--- src/rtl/apb_master_pkg.sv ---
// rtl/apb_master_pkg.sv - shared state encoding and default parameters for the APB master
package apb_master_pkg;

    typedef enum logic [1:0] {
        ST_IDLE   = 2'd0,
        ST_SETUP  = 2'd1,
        ST_ACCESS = 2'd2
    } apb_state_e;

    localparam int DEF_ADDR_W  = 32;
    localparam int DEF_DATA_W  = 32;
    localparam int DEF_NUM_SLV = 4;
    localparam int DEF_TIMEOUT = 256;

endpackage

--- src/rtl/apb_wdog_cnt.sv ---
// rtl/apb_wdog_cnt.sv - ACCESS-phase cycle counter; expired marks the last permitted cycle
module apb_wdog_cnt #(
    parameter int W = 9
) (
    input  logic         clk,
    input  logic         rst_n,
    input  logic         clear,
    input  logic         enable,
    input  logic [W-1:0] limit,
    output logic         expired
);

    logic [W-1:0] cnt_q;
    logic [W-1:0] cnt_d;

    // cnt_q holds the number of ACCESS cycles already completed, so the
    // current cycle is the limit-th one when cnt_q == limit-1; limit 0 disables.
    assign expired = enable && (limit != '0) && (cnt_q == limit - W'(1));

    always_comb begin
        cnt_d = cnt_q;
        if (clear) begin
            cnt_d = '0;
        end else if (enable && !expired) begin
            cnt_d = cnt_q + W'(1);
        end
    end

    always_ff @(posedge clk or negedge rst_n) begin
        if (!rst_n) begin
            cnt_q <= '0;
        end else begin
            cnt_q <= cnt_d;
        end
    end

endmodule

--- src/rtl/apb_master_gen.sv ---
// rtl/apb_master_gen.sv - single-outstanding APB4 master with slave decode and ACCESS timeout
module apb_master_gen
    import apb_master_pkg::*;
#(
    parameter int ADDR_W  = DEF_ADDR_W,
    parameter int DATA_W  = DEF_DATA_W,
    parameter int NUM_SLV = DEF_NUM_SLV,
    parameter int TIMEOUT = DEF_TIMEOUT
) (
    input  logic                      pclk,
    input  logic                      presetn,
    input  logic                      req_valid,
    output logic                      req_ready,
    input  logic                      req_write,
    input  logic [ADDR_W-1:0]         req_addr,
    input  logic [DATA_W-1:0]         req_wdata,
    input  logic [DATA_W/8-1:0]       req_strb,
    output logic                      rsp_valid,
    output logic [DATA_W-1:0]         rsp_rdata,
    output logic                      rsp_err,
    output logic                      rsp_timeout,
    output logic [NUM_SLV-1:0]        psel,
    output logic                      penable,
    output logic                      pwrite,
    output logic [ADDR_W-1:0]         paddr,
    output logic [DATA_W-1:0]         pwdata,
    output logic [DATA_W/8-1:0]       pstrb,
    input  logic [NUM_SLV*DATA_W-1:0] prdata,
    input  logic [NUM_SLV-1:0]        pready,
    input  logic [NUM_SLV-1:0]        pslverr
);

    localparam int SEL_W  = $clog2(NUM_SLV);
    localparam int STRB_W = DATA_W / 8;
    localparam int CNT_W  = (TIMEOUT > 1) ? $clog2(TIMEOUT + 1) : 1;

    apb_state_e          state_q, state_d;
    logic [SEL_W-1:0]    idx_q, idx_d;
    logic [NUM_SLV-1:0]  psel_q, psel_d;
    logic                penable_q, penable_d;
    logic                pwrite_q, pwrite_d;
    logic [ADDR_W-1:0]   paddr_q, paddr_d;
    logic [DATA_W-1:0]   pwdata_q, pwdata_d;
    logic [STRB_W-1:0]   pstrb_q, pstrb_d;
    logic                rsp_valid_q, rsp_valid_d;
    logic [DATA_W-1:0]   rsp_rdata_q, rsp_rdata_d;
    logic                rsp_err_q, rsp_err_d;
    logic                rsp_timeout_q, rsp_timeout_d;

    logic                wd_clear;
    logic                wd_enable;
    logic                wd_expired;
    logic [SEL_W-1:0]    req_idx;
    logic [DATA_W-1:0]   sel_rdata;

    assign req_idx   = req_addr[ADDR_W-1 -: SEL_W];
    assign sel_rdata = prdata[idx_q*DATA_W +: DATA_W];

    apb_wdog_cnt #(
        .W (CNT_W)
    ) u_wdog (
        .clk     (pclk),
        .rst_n   (presetn),
        .clear   (wd_clear),
        .enable  (wd_enable),
        .limit   (CNT_W'(TIMEOUT)),
        .expired (wd_expired)
    );

    always_comb begin
        state_d       = state_q;
        idx_d         = idx_q;
        psel_d        = psel_q;
        penable_d     = penable_q;
        pwrite_d      = pwrite_q;
        paddr_d       = paddr_q;
        pwdata_d      = pwdata_q;
        pstrb_d       = pstrb_q;
        rsp_valid_d   = 1'b0;
        rsp_rdata_d   = rsp_rdata_q;
        rsp_err_d     = rsp_err_q;
        rsp_timeout_d = rsp_timeout_q;
        wd_clear      = 1'b0;
        wd_enable     = 1'b0;
        req_ready     = (state_q == ST_IDLE);

        unique case (state_q)
            ST_IDLE: begin
                if (req_valid) begin
                    state_d  = ST_SETUP;
                    idx_d    = req_idx;
                    psel_d   = NUM_SLV'(1) << req_idx;
                    pwrite_d = req_write;
                    paddr_d  = req_addr;
                    pwdata_d = req_write ? req_wdata : '0;
                    pstrb_d  = req_write ? req_strb : '0;
                    wd_clear = 1'b1;
                end
            end
            ST_SETUP: begin
                state_d   = ST_ACCESS;
                penable_d = 1'b1;
            end
            ST_ACCESS: begin
                wd_enable = 1'b1;
                // A pready on the limit cycle still counts as a normal completion.
                if (pready[idx_q]) begin
                    state_d       = ST_IDLE;
                    psel_d        = '0;
                    penable_d     = 1'b0;
                    rsp_valid_d   = 1'b1;
                    rsp_rdata_d   = pwrite_q ? '0 : sel_rdata;
                    rsp_err_d     = pslverr[idx_q];
                    rsp_timeout_d = 1'b0;
                end else if (wd_expired) begin
                    state_d       = ST_IDLE;
                    psel_d        = '0;
                    penable_d     = 1'b0;
                    rsp_valid_d   = 1'b1;
                    rsp_rdata_d   = '0;
                    rsp_err_d     = 1'b1;
                    rsp_timeout_d = 1'b1;
                end
            end
            default: begin
                state_d = ST_IDLE;
            end
        endcase
    end

    always_ff @(posedge pclk or negedge presetn) begin
        if (!presetn) begin
            state_q       <= ST_IDLE;
            idx_q         <= '0;
            psel_q        <= '0;
            penable_q     <= 1'b0;
            pwrite_q      <= 1'b0;
            paddr_q       <= '0;
            pwdata_q      <= '0;
            pstrb_q       <= '0;
            rsp_valid_q   <= 1'b0;
            rsp_rdata_q   <= '0;
            rsp_err_q     <= 1'b0;
            rsp_timeout_q <= 1'b0;
        end else begin
            state_q       <= state_d;
            idx_q         <= idx_d;
            psel_q        <= psel_d;
            penable_q     <= penable_d;
            pwrite_q      <= pwrite_d;
            paddr_q       <= paddr_d;
            pwdata_q      <= pwdata_d;
            pstrb_q       <= pstrb_d;
            rsp_valid_q   <= rsp_valid_d;
            rsp_rdata_q   <= rsp_rdata_d;
            rsp_err_q     <= rsp_err_d;
            rsp_timeout_q <= rsp_timeout_d;
        end
    end

    assign psel        = psel_q;
    assign penable     = penable_q;
    assign pwrite      = pwrite_q;
    assign paddr       = paddr_q;
    assign pwdata      = pwdata_q;
    assign pstrb       = pstrb_q;
    assign rsp_valid   = rsp_valid_q;
    assign rsp_rdata   = rsp_rdata_q;
    assign rsp_err     = rsp_err_q;
    assign rsp_timeout = rsp_timeout_q;

endmodule

--- config.mk ---
export PLATFORM = sky130hd
export DESIGN_NAME = apb_master_gen
export DESIGN_NICKNAME = d
export VERILOG_FILES = /design/src/rtl/apb_master_pkg.sv /design/src/rtl/apb_wdog_cnt.sv /design/src/rtl/apb_master_gen.sv
export SDC_FILE = /design/constraint.sdc
export NUM_CORES = 1
export LEC_CHECK = 0
export ABC_AREA = 1
export CORE_MARGIN = 3
export CORE_UTILIZATION = 40
export CTS_CLUSTER_SIZE = 10
export DETAILED_ROUTE_END_ITERATION = 8
export PLACE_DENSITY_LB_ADDON = 0.08
export SLEW_MARGIN = 20
export SYNTH_ARGS = -nofsm -noshare
export SYNTH_HDL_FRONTEND = slang
export SYNTH_SLANG_ARGS = --single-unit
--- constraint.sdc ---
create_clock -name pclk -period 1.9 [get_ports pclk]
set_clock_uncertainty 0.2 [all_clocks]
set_input_delay 0.475 -clock pclk [delete_from_list [all_inputs] [get_ports pclk]]
set_output_delay 0.475 -clock pclk [all_outputs]
set_load 0.03 [all_outputs]
==> impl_metrics.toml <==
[setup_path]
endpoint_kind = "primary output"
max_stage_delay_ps = 410
reg2reg_setup_slack_ps = 70
cp-start-kind = "flip-flop"
worst-path-buf-inv = 1
cp_data_arrival_time_ps = 1190
r2r_start = "u_wdog.cnt_q[1]"
r2r_cells = 9
timing.rr.end = "u_wdog.cnt_q[5]"
critical_path_class = "reg2out"
critPathTopFamily = "buffers and inverters"
startpoint = "rsp_rdata[14]"
crit_path_top_delay_cell = "clkdlybuf4s15_1"
cp_data_required_time_ps = 1220
cp_cell_sequence = "clkdlybuf4s15_1"
crit_path_max_fanout = 2

[final_layout]
area_growth_pct = 71.1
fill_cells = 1254
diodes = 0
stdcell_count = 1380
drive_above_1_share_pct = 12.1
nets = 1397
fin_util_pct = 71.4

[drt]
via_per_inst = 4.85
wl_per_cell_um = 15.4
ant_nets = 0
dr.first_iter.drc_count = 361
drc = 0
vias = 6689
dr.pass1.iters = 4
routed_wl_um = 21300

[power_and_ir_drop]
max-vdd-ir-drop_uv = 828
p_leak_nw = 5.43
p_per_area_nw_per_um2 = 1490

[flow_run]
maxCapViolations = 0

[global_routing]
grt_pass1_wl_um = 31800
grt_pass1_vias = 6337
grt_max_degree = 67
overflow = 0
antenna_found_initial = 0
grt.total_usage_pct = 23.8

[cts]
cts.clk_slew.worst_paths_ps = 60
cts.htree.levels = 4
tritoncts = "done"
clock_path_buffers = 2
cts_buffers = 17
clockRootBuffer = "clkbuf_16"
clk-insertion-delay-late_ps = 400
clock_sink_count = 120

[synth]
syn_area_um2 = 6180
synth_area_per_cell_um2 = 7.27
synth-seq-cells = 120
synth_fp_nets = 1063
synthCells = 849
synth-seq-area-share_pct = 48.6
yosysUniqueCellTypes = 24
yosys_warnings = 0

[die]
die_area_um2 = 17000
row_count = 44
ios = 318
initial_core_util_pct = 41.7
core_region_area_um2 = 14800
die_h_um = 130
die_x_um = 130

[placement]
routabilityCongestion = 0.855
hpwl_um = 15500
dp.cells = 1335
port_buffers = 317
dp_worst_setup_slack_ps = -111

[timing]
min_period_over_period_pct = 98.4
fin_crit_ps = 1870
timing.final.hold_violations = 0
max-slew-margin-rel_pct = 75.7
setup_viol = 0
fmax_mhz = 535
drv_slew = 0
tightest_slew_ps = 366
rsz0062_at_grt = "yes"
setup_ws_ps = 30.8

[worst_hold_path]
min_path_type = "in2async"

[outcome]
status = "completed"
-- repair_timing --
action,CTS,global route
gates cloned,0,2
gates resized for setup,117,63
setup endpoints to repair,143,68
buffers inserted,6,5
hold endpoints to repair,120,0
hold buffers,1,0
pin swaps,3,20
-- worst max path at each step --
stage,end,cells after the start
floorplan,paddr[0],8
finish,rsp_rdata[14],1
detailed placement,paddr[6],6
global route,u_wdog.cnt_q[4],9
CTS,rsp_rdata[5],1
global placement,u_wdog.cnt_q[6],6
-- report_power, final --
group | total, mW | internal (mW) | switching, mW
Clock | 3.42 | 2.24 | 1.19
Sequential | 4.03 | 3.48 | 0.545
Combinational | 8.29 | 3.06 | 5.24
Total | 15.7 | 8.78 | 6.97
-- registers in the layout, summed over array words and instances (netlist names) --
| register | count |
|---|---|
| rsp_valid | 1 |
| penable | 1 |
| paddr | 31 |
| rsp_rdata | 32 |
| pstrb | 4 |
| u_wdog.cnt_q | 9 |
| idx_q | 1 |
| rsp_err | 1 |
| psel | 4 |
| rsp_timeout | 1 |
| state_q | 2 |
| pwdata | 32 |
| pwrite | 1 |
-- kinds of logic (layout without fill, tap and decap cells) --
| kind of cell | Yosys count | in the layout | synth area share (%) |
|---|---|---|---|
| and+or+nand+nor | 594 | 595 | 39.4 |
| AOI/OAI and AO/OA | 52 | 52 | 4.42 |
| adders and majority gates | 6 | 6 | 1.22 |
| DFF | 120 | 120 | 48.6 |
| buffers and inverters | 77 | 423 | 6.34 |
-- Yosys cell counts --
cell type,instances,share of area (%)
nor3_1,8,0.65
inv_4,1,0.10
buf_2,26,2.1
buf_1,3,0.18
buf_6,4,0.73
nand2_1,430,26
o21ai_0,44,3.6
nand2_4,1,0.18
dfrtp_1,120,49
buf_4,10,1.2
o22ai_1,1,0.10
nor2_1,41,2.5
nand3_4,2,0.57
ha_1,6,1.2
or2_1,1,0.10
nand2_2,2,0.20
inv_1,19,1.2
inv_2,3,0.18
clkbuf_1,11,0.67
a21oi_1,6,0.49
nand3_2,2,0.32
o21ai_4,1,0.26
nand4_1,4,0.41
nand3_1,103,8.3
-- placed cells by master (no fill, tap or decap), drive strengths merged --
cell	n
nand2	434
clkdlybuf4s50	206
dfrtp	120
nand3	107
dlygate4sd2	82
buf	57
o21ai	45
nor2	41
inv	25
clkdlybuf4s15	20
clkbuf	20
nor3	8
clkinv	7
a21oi	6
ha	6
nand4	4
bufinv	4
or2	1
o22ai	1
clkinvlp	1
dlygate4sd3	1
-- routing by layer --
metal	wire, um	track usage (%)	up-vias
li1	-	-	3351
met1	8180	27.4	3051
met2	10600	41.8	250
met3	2010	7.20	37
met4	510	8.74	0
met5	0	0	-
-- metrics by stage --
step	TNS (ps)	area, um2	hold WS (ps)	power [mW]
after floorplan	0	6180	-20.6	9.01
after global placement	-1780	9750	126	12.5
after detailed placement	-3050	9750	130	12.6
after CTS	0	10300	234	15.6
after global routing	-527	10600	258	16.8
final	0	10600	253	15.7
-- area by class of cell --
| type | count | area (um2) | share of cell area, % |
|---|---|---|---|
| multi-input combinational | 653 | 2960 | 28.0 |
| inverter | 23 | 88.8 | 0.841 |
| timing repair buffer | 368 | 3650 | 34.6 |
| clock inverter | 14 | 195 | 1.85 |
| tap | 184 | 230 | 2.18 |
| sequential | 120 | 3000 | 28.4 |
| clock buffer | 18 | 439 | 4.16 |
No activity file was read; power rests on OpenSTA's default activity.
